`src/rtl/result_packer.sv`:
```
// result_packer: packs DATA_W-bit ALU results into MEM_WORD_SIZE-bit memory words.
// Ports: clk_i/rst_i (sync, active-high), result_* (in, valid/ready), flush_i, word_* (out, valid/ready).
module result_packer #(
    parameter int DATA_W        = 32,
    parameter int MEM_WORD_SIZE = 64,
    parameter bit LSB_FIRST     = 1'b1
) (
    input  logic                     clk_i,
    input  logic                     rst_i,
    input  logic [DATA_W-1:0]        result_i,
    input  logic                     result_valid_i,
    output logic                     result_ready_o,
    input  logic                     flush_i,
    output logic [MEM_WORD_SIZE-1:0] word_o,
    output logic [MEM_WORD_SIZE/DATA_W-1:0] word_mask_o,
    output logic                     word_valid_o,
    input  logic                     word_ready_i
);

    localparam int LANES = MEM_WORD_SIZE / DATA_W;
    localparam int PTR_W = $clog2(LANES);
    localparam logic [PTR_W-1:0] LAST = PTR_W'(LANES - 1);

    if ((MEM_WORD_SIZE % DATA_W) != 0 || LANES < 2) begin : g_bad_cfg
        $error("result_packer: MEM_WORD_SIZE must be a multiple (>=2x) of DATA_W");
    end

    typedef enum logic {
        FILL = 1'b0,
        HOLD = 1'b1
    } state_t;

    state_t                   state_q, state_d;
    logic [MEM_WORD_SIZE-1:0] buf_q, buf_d;
    logic [LANES-1:0]         mask_q, mask_d;
    logic [PTR_W-1:0]         ptr_q, ptr_d;
    int                       lane;

    always_ff @(posedge clk_i) begin
        if (rst_i) begin
            state_q <= FILL;
            buf_q   <= '0;
            mask_q  <= '0;
            ptr_q   <= '0;
        end else begin
            state_q <= state_d;
            buf_q   <= buf_d;
            mask_q  <= mask_d;
            ptr_q   <= ptr_d;
        end
    end

    always_comb begin
        state_d = state_q;
        buf_d   = buf_q;
        mask_d  = mask_q;
        ptr_d   = ptr_q;
        lane    = 0;
        unique case (state_q)
            FILL: begin
                if (result_valid_i) begin
                    // Logical lane order is fixed; only the physical slot flips.
                    lane = LSB_FIRST ? int'(ptr_q) : int'(LAST - ptr_q);
                    buf_d[lane*DATA_W +: DATA_W] = result_i;
                    mask_d[ptr_q] = 1'b1;
                    ptr_d = ptr_q + PTR_W'(1);
                    if (ptr_q == LAST) begin
                        state_d = HOLD;
                        ptr_d   = '0;
                    end
                end
                // A flush only emits if the word would hold at least one
                // result; when the accept also completes the word this
                // merges into the single full-word emission above.
                if (flush_i && (result_valid_i || ptr_q != '0)) begin
                    state_d = HOLD;
                    ptr_d   = '0;
                end
            end
            HOLD: begin
                if (word_ready_i) begin
                    state_d = FILL;
                    buf_d   = '0;
                    mask_d  = '0;
                    ptr_d   = '0;
                end
            end
            default: state_d = FILL;
        endcase
    end

    assign word_o         = buf_q;
    assign word_mask_o    = mask_q;
    assign word_valid_o   = (state_q == HOLD);
    assign result_ready_o = (state_q == FILL);

endmodule

```
`config.mk`:
```
export PLATFORM = sky130hd
export DESIGN_NAME = result_packer
export DESIGN_NICKNAME = d
export VERILOG_FILES = /design/src/rtl/result_packer.sv
export SDC_FILE = /design/constraint.sdc
export NUM_CORES = 1
export LEC_CHECK = 0
export CORE_MARGIN = 3
export CORE_UTILIZATION = 40
export DETAILED_ROUTE_END_ITERATION = 10
export PLACE_DENSITY_LB_ADDON = 0.2
export SLEW_MARGIN = 20
export SYNTH_ARGS = -nofsm -noshare
export SYNTH_HDL_FRONTEND = slang
export SYNTH_SLANG_ARGS = --single-unit
```
`constraint.sdc`:
```
create_clock -name clk_i -period 3.31 [get_ports clk_i]
set_input_delay 0.4965 -clock clk_i [delete_from_list [all_inputs] [get_ports clk_i]]
set_output_delay 0.4965 -clock clk_i [all_outputs]
set_load 0.1 [all_outputs]
```
Yosys cells after proc, flatten, opt, wreduce, memory -nomap -nowiden
Cells that the tools add are included.
{"block": "totals", "input_bits": 37, "word_cells": 39, "reg_bits": 68}
{"block": "classes", "reduce_logical": 5, "n_lt_le_gt_ge": 2, "bitwise_logic": 2, "shifts": 2, "addsub": 2, "n_eq_ne": 3, "n_mux": 19}
{"cell": "2-to-1 mux 64 bit", "n": 2}
{"cell": "case mux 64 bit (2 select lines)", "n": 1}
{"cell": "bitwise mux 64 bit", "n": 1}
{"cell": "variable shift 32 x 33 -> 64 bit, first input constant", "n": 1}
{"cell": "variable part select 32 x 33 -> 64 bit", "n": 1}
{"cell": "negation 6 -> 33 bit", "n": 1}
{"cell": "2-to-1 mux 1 bit", "n": 9}
{"cell": "2-to-1 mux 2 bit", "n": 2}
{"cell": "inequality test 2 bit, second input constant", "n": 2}
{"cell": "case mux 1 bit (2 select lines)", "n": 2}
{"cell": "case mux 2 bit (2 select lines)", "n": 1}
{"cell": "AND reduction 2 bit", "n": 2}
{"cell": "inequality test 3 x 2 -> 1 bit, second input constant", "n": 1}
{"cell": "logical AND 1 bit", "n": 2}
{"cell": "< comparator 1 x 2 -> 1 bit, second input constant", "n": 1}
{"cell": "OR 2 bit", "n": 1}
{"cell": "adder 1 bit, second input constant", "n": 1}
{"cell": "demux 1 bit (select 1 bit)", "n": 1}
{"cell": "greater-or-equal comparator 1 bit, second input constant", "n": 1}
{"cell": "logical OR 1 bit", "n": 1}
{"cell": "inverter 1 bit", "n": 1}

Logic depth before layout (Yosys ltp)
{"block": "logic_depth", "word_depth": 7, "mapped_depth": 6, "mapped_depth_nobuf": 3}

Least setup slack after synthesis
Ideal clock, no wire load.
{"block": "synth_timing", "kind": "flip-flop to output port", "startpoint": "reg state_q (netlist: word_valid_o)", "endpoint": "out result_ready_o", "arrival_time_ps": 1672, "slack_ps": 1142, "t_required_ps": 2813, "stages_incl_launch_ff": 3, "cell_sequence": "dfxtp_1 -> buf_2 -> inv_1"}
{"block": "synth_between", "elab_chain_len": 1}
{"element": "start, declared", "line": "33", "source": "state_t state_q, state_d;"}
{"element": "start signal, assigned", "line": "46", "source": "state_q <= state_d;"}
{"element": "inverter 1 bit"}
{"element": "end, declared", "line": "12", "source": "output logic result_ready_o,"}
No other way between the ends.

Final worst setup path
{"block": "layout_timing", "startpoint": "reg buf_q[30] (netlist: word_o[30])", "endpoint": "out word_o[30]"}
{"element": "start, declared", "line": "34", "source": "logic [MEM_WORD_SIZE-1:0] buf_q, buf_d;"}
{"element": "start signal, assigned", "line": "47", "source": "buf_q <= buf_d;"}
{"element": "end, declared", "line": "14", "source": "output logic [MEM_WORD_SIZE-1:0] word_o,"}
No word-level cell between the ends.

==> run_results.csv <==
group,metric,value,unit
sta,setup_tns,0,ps
cts,cts_num_sinks,68,
sta,post-route-min-period,2368,ps
global_route,overflow,0,
setup_path,timing.rr.end,"word_o[38]$_SDFFE_PP0P_",
sta,ratio_of_final_minimum_period_to_clock_period,0.7154,
setup_path,path_depth,1,
detailed_routing,dr.first_iter.drc_count,145,
outcome,run_status,"completed",
setup_path,worstPathArrival,1870,ps
place,hpwl,5442,um
pwr,p_leak,0.001320,uW
place,gp_routability_congestion,0.7719,
cts,ctsHtreeMaxLevel,3,
cts,worst_skew_pair_latency,340,ps
detailed_routing,vias,2665,
detailed_routing,drt_drc_violations_left,0,
global_route,vias_in_the_first_global_route,2427,
sta,rsz0062_at_grt,"false",
floorplan,placeableCoreArea,6944,sq um
sta,hold_violations,0,
pwr,p_per_area,523.8,nW/um^2
worst_hold_path,min_to,"word_o[25]$_SDFFE_PP0P_",
detailed_routing,route.detailed.wl_per_inst,16.10,um
synth,number_of_unique_standard_cell_types_used_by_synthesis,22,
synth,avgSynthCellArea,9.248,sq um
final_layout,n_antenna_cell,0,
setup_path,critical_path.max_fanout,2,
sta,timing.final.setup_violations,0,
cts,cts_inserted_buffers,9,
synth,yosysSeqAreaShare,0.4644,
worst_hold_path,worstHoldStart,"word_o[25]$_SDFFE_PP0P_",
detailed_routing,dr.pass1.iters,6,
setup_path,cp-end-kind,"output pin",
setup_path,cell_at_the_slowest_stage_of_the_critical_path,"sky130_fd_sc_hd__clkdlybuf4s50_1",
final_layout,finish.net_count,440,
setup_path,critical-path-max-stage-delay,1170,ps
sta,max_clock_freq,422.3,MHz
final_layout,flow.area_growth_from_synthesis,41.49,%
cts,cts_repair_resize_count,0,
floorplan,initial_utilization,0.4222,
cts,clock_tree.buffer_depth,2,
floorplan,floorplan.die_area,8392,sq um
sta,fin_hold_ws,466.6,ps
sta,finClkSkew,5.513,ps
synth,ys.warnings.count,0,
worst_hold_path,whs_path_depth,2,
setup_path,path_class,"reg2out",
floorplan,fp-row-count,30,
cts,clock_tree_from_tritoncts,"done",
setup_path,start_kind,"flip-flop",
detailed_routing,vias_per_cell,5.288,
final_layout,final_layout_fill_cell_count,600,
setup_path,timing.critical_path.required,2810,ps
pwr,max-vdd-ir-drop,0.2624,mV
setup_path,setup.reg_to_reg.worst_slack,1340,ps
global_route,gr-usage-met1,0.2672,
final_layout,drive_gt1_frac,0.2059,
floorplan,die_height,91.61,um
detailed_routing,route.antenna.remaining_nets,0,
synth,synth_fp_nets,354,
cts,cts.root.buffer_cell,"sky130_fd_sc_hd__clkbuf_8",
synth,yosys_register_bits,68,
global_route,first_pass_grt_wire_length,12740,um
cts,clk_pin_slew,70,ps
global_route,grt_antenna_before_repair,0,
setup_path,cp_num_buf_inv,1,
setup_path,worstReg2RegStart,"ptr_q$_SDFFE_PP0P_",
cts,postCtsSetupRepairBufs,0,
sta,slew_headroom,0.2983,
final_layout,layout_commonest_cell,"sky130_fd_sc_hd__clkdlybuf4s50_1",
place,port_buffers,104,
setup_path,critical-path-top-delay-family,"buffers and inverters",
sta,tightestPinTransition,1053,ps
global_route,grt_start_max_net_pins,46,
setup_path,worstRegToRegCells,4,
worst_hold_path,path_class_of_the_lowest_slack_min_delay_path,"reg2reg",
global_route,grtUsageTotal,0.1913,
synth,post_synth_instance_area,2932,sq um
floorplan,top_level_ports,105,
setup_path,crit_path_cell_trace,"clkdlybuf4s50_1",
global_route,top_usage_layer,"met2",
cts,holdBufCountCts,0,
job,drv_cap,0,
global_route,grt.met3_usage,0.03774,
sta,final_max_slew_viol_count,0,
synth,syn_inst,317,
final_layout,commonest_non_fill_non_tap_cells_in_the_layout,"100 x sky130_fd_sc_hd__clkdlybuf4s50_1, 98 x sky130_fd_sc_hd__nand3_1, 68 x sky130_fd_sc_hd__dfxtp_1, 47 x sky130_fd_sc_hd__a21oi_1, 30 x sky130_fd_sc_hd__nand3_2",
detailed_routing,drt_wl_total,8112,um
global_route,grt_use_met2,0.2873,
floorplan,die_w,91.61,um
[metrics by stage]
| step | worst slack [ps] | power [uW] | instances | utilization | cell area [sq um] |
|---|---|---|---|---|---|
| 2_1_floorplan | 1142 | 1266 | 317 | - | 2932 |
| 3_3_place_gp | 864.4 | 1388 | 488 | 0.5640 | 3916 |
| 3_5_place_dp | 835.1 | 1391 | 488 | 0.5640 | 3916 |
| 4_1_cts | 931.1 | 2189 | 504 | 0.5973 | 4148 |
| 5_1_grt | 910.3 | 2240 | 504 | 0.5973 | 4148 |
| 6_report | 942.0 | 2173 | 504 | 0.5973 | 4148 |
[registers in the layout, indices dropped and copies added, names as in the netlist]
name	count
word_valid_o	1
ptr_q	1
word_mask_o	2
word_o	64
[synthesized netlist by cell type]
master	count	area, sq um
sky130_fd_sc_hd__buf_4	7	52.55
sky130_fd_sc_hd__and3b_1	1	8.760
sky130_fd_sc_hd__nand3_2	30	300.3
sky130_fd_sc_hd__a2bb2oi_2	1	15.01
sky130_fd_sc_hd__nand3b_1	2	15.01
sky130_fd_sc_hd__a21oi_1	47	235.2
sky130_fd_sc_hd__nor3b_4	1	18.77
sky130_fd_sc_hd__buf_12	2	40.04
sky130_fd_sc_hd__nand3_1	98	490.5
sky130_fd_sc_hd__buf_2	19	95.09
sky130_fd_sc_hd__clkbuf_1	7	26.28
sky130_fd_sc_hd__a221oi_1	1	8.760
sky130_fd_sc_hd__nor2b_1	1	6.260
sky130_fd_sc_hd__o21ai_0	1	5.000
sky130_fd_sc_hd__dfxtp_1	68	1361
sky130_fd_sc_hd__a21oi_2	21	183.9
sky130_fd_sc_hd__or3b_1	1	8.760
sky130_fd_sc_hd__buf_6	2	22.52
sky130_fd_sc_hd__inv_1	1	3.750
sky130_fd_sc_hd__nand2_1	1	3.750
sky130_fd_sc_hd__buf_8	1	15.01
sky130_fd_sc_hd__nor2_1	4	15.01
[kinds of logic (layout without fill, tap and decap cells)]
| group | count (synthesis) | in the layout | synth area share |
|---|---|---|---|
| buffers and inverters | 39 | 130 | 0.08707 |
| DFF | 68 | 68 | 0.4644 |
| AOI/OAI and AO/OA | 71 | 71 | 0.1528 |
| and+or+nand+nor | 139 | 139 | 0.2958 |
[how the worst max path moves through the flow]
stage / startpoint / end / slack, ps
final: word_o[30]$_SDFFE_PP0P_ / word_o[30] / 940
after global routing: word_o[30]$_SDFFE_PP0P_ / word_o[30] / 910
after CTS: word_o[26]$_SDFFE_PP0P_ / word_o[26] / 930
after detailed placement: result_valid_i / ptr_q$_SDFFE_PP0P_ / 840
after global placement: result_valid_i / ptr_q$_SDFFE_PP0P_ / 860
after floorplan: word_valid_o$_SDFF_PP0_ / result_ready_o / 1140
[layer usage]
layer | part of all wire | routed length [um] | vias to the layer above
met3 | 0.049 | 401 | 12
met4 | 0.019 | 156 | 0
met5 | 0 | 0 | -
met1 | 0.47 | 3820 | 1256
li1 | - | - | 1308
met2 | 0.46 | 3734 | 89
[tightest hold or removal path, cell delays in order (launching register included)]
cell and delay [ps]:
sky130_fd_sc_hd__dfxtp_1 320, sky130_fd_sc_hd__nand3_2 50, sky130_fd_sc_hd__a21oi_1 50
[where the power goes]
group / leakage, uW / switching, uW / internal, uW
logic: 0.000651 / 364 / 133
registers: 0.000552 / 26.3 / 848
clock network: 0.000117 / 302 / 499
[final cells by class]
class	count	area, sq um	area share
clock buffers	11	131.4	0.03167
flip-flops and latches	68	1361	0.3282
clock inverters	5	100.1	0.02413
repair buffers	113	1109	0.2673
inverters	1	3.754	0.0009050
well taps	96	120.1	0.02896
multi-input cells	210	1323	0.3189
(Power assumes the default switching activity.)
